`config.mk`:
```
export PLATFORM = sky130hd
export DESIGN_NAME = instruction_fetch_unit
export DESIGN_NICKNAME = d
export VERILOG_FILES = /design/src/rtl/instruction_fetch_unit.sv
export SDC_FILE = /design/constraint.sdc
export NUM_CORES = 1
export LEC_CHECK = 0
export ABC_AREA = 1
export CORE_MARGIN = 1
export CORE_UTILIZATION = 35
export DETAILED_ROUTE_END_ITERATION = 8
export HOLD_SLACK_MARGIN = 0.03
export PLACE_DENSITY = 0.69
export SETUP_SLACK_MARGIN = 0.02
export SLEW_MARGIN = 0
export SYNTH_ARGS = -nofsm -noshare
export SYNTH_HDL_FRONTEND = slang
export SYNTH_SLANG_ARGS = --single-unit
```
`constraint.sdc`:
```
create_clock -name Clk -period 3.4 [get_ports Clk]
set_input_delay 0.51 -clock Clk [delete_from_list [all_inputs] [get_ports Clk]]
set_output_delay 0.51 -clock Clk [all_outputs]
set_load 0.05 [all_outputs]
```
`src/rtl/instruction_fetch_unit.sv`:
```
// Fetch stage: owns the PC, addresses a combinational instruction memory and
// loads the IF/ID register. Handles stall, branch redirect/flush, halt and faults.
module instruction_fetch_unit #(
  parameter logic [31:0] RESET_PC   = 32'h0000_0000,
  parameter int          IMEM_BYTES = 1024,
  parameter logic [31:0] NOP_WORD   = 32'h0000_0000
) (
  input  logic        Clk,
  input  logic        Rst_n,
  input  logic        Stall,
  input  logic        BranchTaken,
  input  logic [31:0] BranchTarget,
  input  logic        Halt,
  input  logic [31:0] Instruction,
  output logic [31:0] InstrAddr,
  output logic [31:0] IF_ID_Instr,
  output logic [31:0] IF_ID_PCPlus4,
  output logic        IF_ID_Valid,
  output logic        Fault
);

  typedef enum logic [1:0] {
    IDLE   = 2'd0,
    RUN    = 2'd1,
    HALTED = 2'd2,
    FAULT  = 2'd3
  } state_t;

  localparam logic [31:0] PC_LIMIT = 32'(IMEM_BYTES);

  state_t      state_q, state_d;
  logic [31:0] pc_q, pc_d;
  logic [31:0] instr_q, instr_d;
  logic [31:0] pcp4_q, pcp4_d;
  logic        valid_q, valid_d;
  logic        fault_q, fault_d;
  logic [31:0] pc_plus4;

  assign pc_plus4 = pc_q + 32'd4;

  always_ff @(posedge Clk or negedge Rst_n) begin
    if (!Rst_n) begin
      state_q <= IDLE;
      pc_q    <= RESET_PC;
      instr_q <= NOP_WORD;
      pcp4_q  <= 32'd0;
      valid_q <= 1'b0;
      fault_q <= 1'b0;
    end else begin
      state_q <= state_d;
      pc_q    <= pc_d;
      instr_q <= instr_d;
      pcp4_q  <= pcp4_d;
      valid_q <= valid_d;
      fault_q <= fault_d;
    end
  end

  always_comb begin
    state_d = state_q;
    pc_d    = pc_q;
    instr_d = instr_q;
    pcp4_d  = pcp4_q;
    valid_d = valid_q;
    fault_d = fault_q;

    case (state_q)
      IDLE: state_d = RUN;

      RUN: begin
        if (Halt) begin
          instr_d = NOP_WORD;
          pcp4_d  = 32'd0;
          valid_d = 1'b0;
          state_d = HALTED;
        end else if (BranchTaken && (BranchTarget[1:0] != 2'b00)) begin
          fault_d = 1'b1;
          instr_d = NOP_WORD;
          pcp4_d  = 32'd0;
          valid_d = 1'b0;
          state_d = FAULT;
        end else if (BranchTaken) begin
          // Redirect discards the wrong-path word even while stalled.
          pc_d    = BranchTarget;
          instr_d = NOP_WORD;
          pcp4_d  = 32'd0;
          valid_d = 1'b0;
        end else if (Stall) begin
          pc_d = pc_q;
        end else if (pc_q >= PC_LIMIT) begin
          fault_d = 1'b1;
          instr_d = NOP_WORD;
          pcp4_d  = 32'd0;
          valid_d = 1'b0;
          state_d = FAULT;
        end else begin
          instr_d = Instruction;
          pcp4_d  = pc_plus4;
          valid_d = 1'b1;
          pc_d    = pc_plus4;
        end
      end

      HALTED, FAULT: begin
        instr_d = NOP_WORD;
        valid_d = 1'b0;
      end

      default: state_d = IDLE;
    endcase
  end

  assign InstrAddr     = pc_q;
  assign IF_ID_Instr   = instr_q;
  assign IF_ID_PCPlus4 = pcp4_q;
  assign IF_ID_Valid   = valid_q;
  assign Fault         = fault_q;

endmodule
```
**Word-level counts from Yosys, hierarchy flattened**

Index checks and enable logic that the tools add are counted.

- Register bits after elaboration: 100

- Add/subtract/negate cells: 1
- Magnitude comparators: 1
- Eq/ne operators: 12
- Mux-type cells: 30
- Bitwise gates (word level): 2
- Reduce and logical (&&, ||, !) cells: 12

Operators with widths:

| kind | count |
|---|---|
| $mux 32 | 13 |
| $pmux 32 s2 | 1 |
| $add 32x3->32 const B | 1 |
| $ge 32x11->1 const B | 1 |
| $ne 4x4->1 const B | 3 |
| $mux 2 | 5 |
| $reduce_and 5->1 | 2 |
| $mux 1 | 9 |
| $reduce_bool 2->1 | 4 |
| $ne 2x1->1 const B | 3 |
| $ne 5x5->1 const B | 1 |
| $eq 2x2->1 const B | 2 |
| $ne 4x1->1 const B | 1 |
| $pmux 2 s2 | 1 |
| $reduce_and 2->1 | 2 |
| $reduce_and 4->1 | 1 |
| $eq 2x1->1 const B | 1 |
| $logic_not 2->1 | 1 |
| $ne 2x2->1 const B | 1 |
| $not 1->1 | 2 |
| $pmux 1 s2 | 1 |
| $reduce_or 2->1 | 1 |
| $logic_and 1x1->1 | 1 |

**Depth between registers and ports, before layout**

- Depth after elaboration: 7
- Gate-level depth with buffers: 11
- Depth with buffers taken out: 11

**Worst setup path before layout**

No wires, ideal clock.

- Path type: register to register
- From: register pc_q[2] (netlist: InstrAddr[2])
- To: register pc_q[28] (netlist: InstrAddr[28])
- Library setup time: 0.118 ns
- Arrival time: 1.750 ns
- Path slack: 1.532 ns
- Cell stages (with the launch flop): 10
- Path buffers: 0
- Clock period less this slack: 1.868 ns
- Cells stage by stage: dfrtp_1 ha_1 nand3_1 nor2_2 and2_1 nand3_1 nand2_1 nand2_1 nand2_1 nand2_1

- Cells in the longest elaborated chain, start to end: 4

RTL lines:

| what | line | source |
|---|---|---|
| start: declaration | 32 | `logic [31:0] pc_q, pc_d;` |
| start signal: assignment | 51 | `pc_q <= pc_d;` |
| $add 32x3->32 | 39 | `assign pc_plus4 = pc_q + 32'd4;` |
| $mux 32 | 90 | `end else if (pc_q >= PC_LIMIT) begin` |
| $mux 32 | 88 | `end else if (Stall) begin` |
| $mux 32 | 82 | `end else if (BranchTaken) begin` |

Parallel ways exist; a longest one is shown, timed or not. The select of a mux whose other input is x is not followed.
A chain may end at the register's enable or synchronous reset.

**Worst setup path in the final report**

- From: input port Halt
- To: register pcp4_q[3] (netlist: IF_ID_PCPlus4[3])

- Cells in the longest elaborated chain, start to end: 2

RTL lines:

| what | line | source |
|---|---|---|
| start: declaration | 13 | `input logic Halt,` |
| $ne 4x1->1 (no line) | -- |  |
| $reduce_and 2->1 (no line) | -- |  |
| end signal: assignment | 53 | `pcp4_q <= pcp4_d;` |
| end: declaration | 34 | `logic [31:0] pcp4_q, pcp4_d;` |

Parallel ways exist; a longest one is shown, timed or not.

==> summary.md <==
| Metric | Value |
|---|---|
| Avg Inst Size Synth | 7.44 µm² |
| ANT nets after route | 0 |
| Critical Path, Cell by Cell | clkdlybuf4s50_1 -> inv_1 -> o21ai_2 -> inv_1 -> nand2_1 -> o21ai_0 |
| Critical Path RT | 3.61 ns |
| Clock sinks | 100 |
| Leading area contributor after synthesis | dfrtp_1 |
| Worst hold slack | 0.171 ns |
| Detailed Place HPWL | 10100 µm |
| Slew headroom | 0.358 |
| PwrDens | 362 nW/µm² |
| CP top delay family | buffers and inverters |
| Max Cap Viol | 0 |
| RSZ-0062 raised after global routing | false |
| GR Layer Usage met3 | 0.0325 |
| R2R cell count | 6 |
| Final nets | just over 900 |
| Initial drt markers | 280 |
| Worst clock skew | 0.00871 ns |
| CTS tree | done |
| Drt via density | 4.50 |
| Status | finished clean |
| Setup TNS | 0 ns |
| Peak per-stage delay on the critical path | 0.76 ns |
| CP max FO | 23 |
| Mapped Cells | just under 700 |
| Antenna Cells | 0 |
| Most frequent cells in the layout | 263 x nand2_1, 165 x clkdlybuf4s50_1, 100 x dfrtp_1, 100 x inv_1, 92 x nor2_1 |
| Total track usage | 0.186 |
| WP data arrival | 2.51 ns |
| Residual DRC | 0 |
| Critical Path Stages | 6 |
| Fin crit period | 2.29 ns |
| Syn Nets | 755 |
| Setup repair bufs after CTS | 0 |
| Initial antenna violation count | 0 |
| Leakage | 3.57 nW |
| Initial Util | 0.363 |
| DR vias | 4630 |
| # IOs | approximately 170 |
| Worst Hold Class | in2async |
| YS warnings | 0 |
| Gr ovfl total | 0 |
| Synthesis-to-layout area growth | 41.9% |
| Root Driver | clkbuf_16 |
| Die width | 123 µm |
| First-pass GRT wire length | 21400 µm |
| Crit path top cell by count | inv_1 |
| DR WL/cell | about 13 µm |
| Area contributors post-synth | dfrtp_1 49%, nand2_1 19%, inv_1 7.4% |
| Rows | 43 |
| Worst setup EP type | flop |
| Worst setup path endpoint | IF_ID_PCPlus4[3] |
| Vias in the first global route | ~4200 |
| Hold buffers post-CTS | 0 |
| Worst path bufs/invs | 3 |
| R2R setup slack | 1.23 ns |
| Die H | approximately 120 µm |
| Endpoints failing setup | 0 |
| Slew @ Worst Pin | 0.963 ns |
| Clock latency on the worst-skew pair | roughly 0.35 ns |
| Hold Vio Cnt, Final | 0 |
| R2R Path End | IF_ID_PCPlus4[3] |
| CTS buffer count | 9 |
| H-Tree Depth | 3 |
| Slowest cell on crit path | o21ai_2 |
| Reg-to-reg startpoint | state_q[1] |
| Post-Syn Area | 5090 µm² |
| Met2 Usage GRT | 0.286 |
| Period utilization | 0.675 |
| Yosys top cell area share | 0.492 |
| CTS clock-pin slew for the worst setup and hold paths | 0.07 ns |
| Yosys reg bits | 100 |
| Final GP Congestion | between 0.8 and 0.9 |
| Peak supply drop | ~240 µV |
| Fmax | 436 MHz |
| Core Area | 14000 µm² |
| GRT busiest layer | met2 |
| WS Path Type | in2reg |
| Drt pass-1 iters | 4 |
| IO buf count | 166 |
| Largest net degree at the start of global routing | 54 |
| Commonest non-fill, non-tap cell in the layout | nand2_1 |
| Met1 Use GR | 0.256 |
| Routed wire length | 13300 µm |
| Nature of the critical path startpoint | input port |
| Post-cts resize count | 0 |
| Layout cells sized above 1 | 0.0847 |
| Final Slew Violations | 0 |
| Distinct cells, synth | 26 |
| Seq/Total Area, Yosys | 0.492 |
| Die area | approximately 15000 µm² |
| Crit. Startpoint | Halt |
| Clock Path Buffers | 2 |
-- layout make-up --
class                      instances  area, µm²
multi-input combinational        459       2060
sequential                       100       2500
fill                            1358       6820
timing repair buffer             173       1720
inverter                         102        383
clock buffer                      11        243
tap                              180        225
clock inverter                     5       82.6
-- sequential cells by signal, summed over array words and instances (netlist names) --
register / count
InstrAddr: 32
IF_ID_Instr: 32
state_q: 2
IF_ID_PCPlus4: 32
IF_ID_Valid: 1
Fault: 1
-- metal layers --
| metal | share of wire | vias up | routed length (µm) |
|---|---|---|---|
| met2 | 0.44 | 163 | 5870 |
| met4 | 0.026 | 0 | 341 |
| li1 | - | 2380 | - |
| met3 | 0.063 | 22 | 834 |
| met5 | 0 | - | 0 |
| met1 | 0.47 | 2065 | 6270 |
-- stage by stage --
step                power, mW  instance area (µm²)  cells  utilization  worst slack, ns
detailed placement       1.52                 6900   1014        0.491            0.747
global placement         1.52                 6900   1014        0.491            0.802
floorplan                1.36                 5090    684            -             1.53
CTS                      2.65                 7220   1030        0.514             1.12
global route             2.72                 7220   1030        0.514            0.884
finish                   2.61                 7220   1030        0.514             1.11
-- where the power goes --
group	total (mW)	leakage, nW	internal (mW)	switching (mW)
Clock	1.12	0.160	0.668	0.450
Sequential	1.22	1.26	1.21	0.0114
Combinational	0.277	2.15	0.122	0.155
Total	2.61	3.57	2.00	0.617
-- cell usage after synthesis (all sizes together) --
cell type and count:
a21boi 1, a21o 1, and2 1, buf 16, clkbuf 7, dfrtp 100, ha 2, inv 102
nand2 263, nand3 25, nand4 1, nor2 94, o21ai 63, o21bai 1, or2 2, xnor2 1
xor2 4
-- kinds of logic (layout without fill, tap and decap cells) --
kind of cell,after synthesis,count (layout),share of synthesized area
and+or+nand+nor,386,386,0.295
buffers and inverters,125,291,0.104
DFF,100,100,0.492
AOI/OAI and AO/OA,66,66,0.0961
xor gates and xnor gates,5,5,0.00860
adders and majority gates,2,2,0.00491
-- worst min path at each step --
stage / start / endpoint / slack, ns / cells after the start
final: Rst_n / IF_ID_Instr[27] / 0.17 / 1
after global routing: Rst_n / IF_ID_Instr[2] / 0.23 / 1
after CTS: Rst_n / IF_ID_PCPlus4[12] / 0.20 / 1
after detailed placement: IF_ID_Instr[26] / IF_ID_Instr[26] / 0.47 / 2
after global placement: IF_ID_Instr[3] / IF_ID_Instr[3] / 0.46 / 2
after floorplan: Rst_n / Fault / 0.21 / 0
Power figures use the tool's default switching activity.
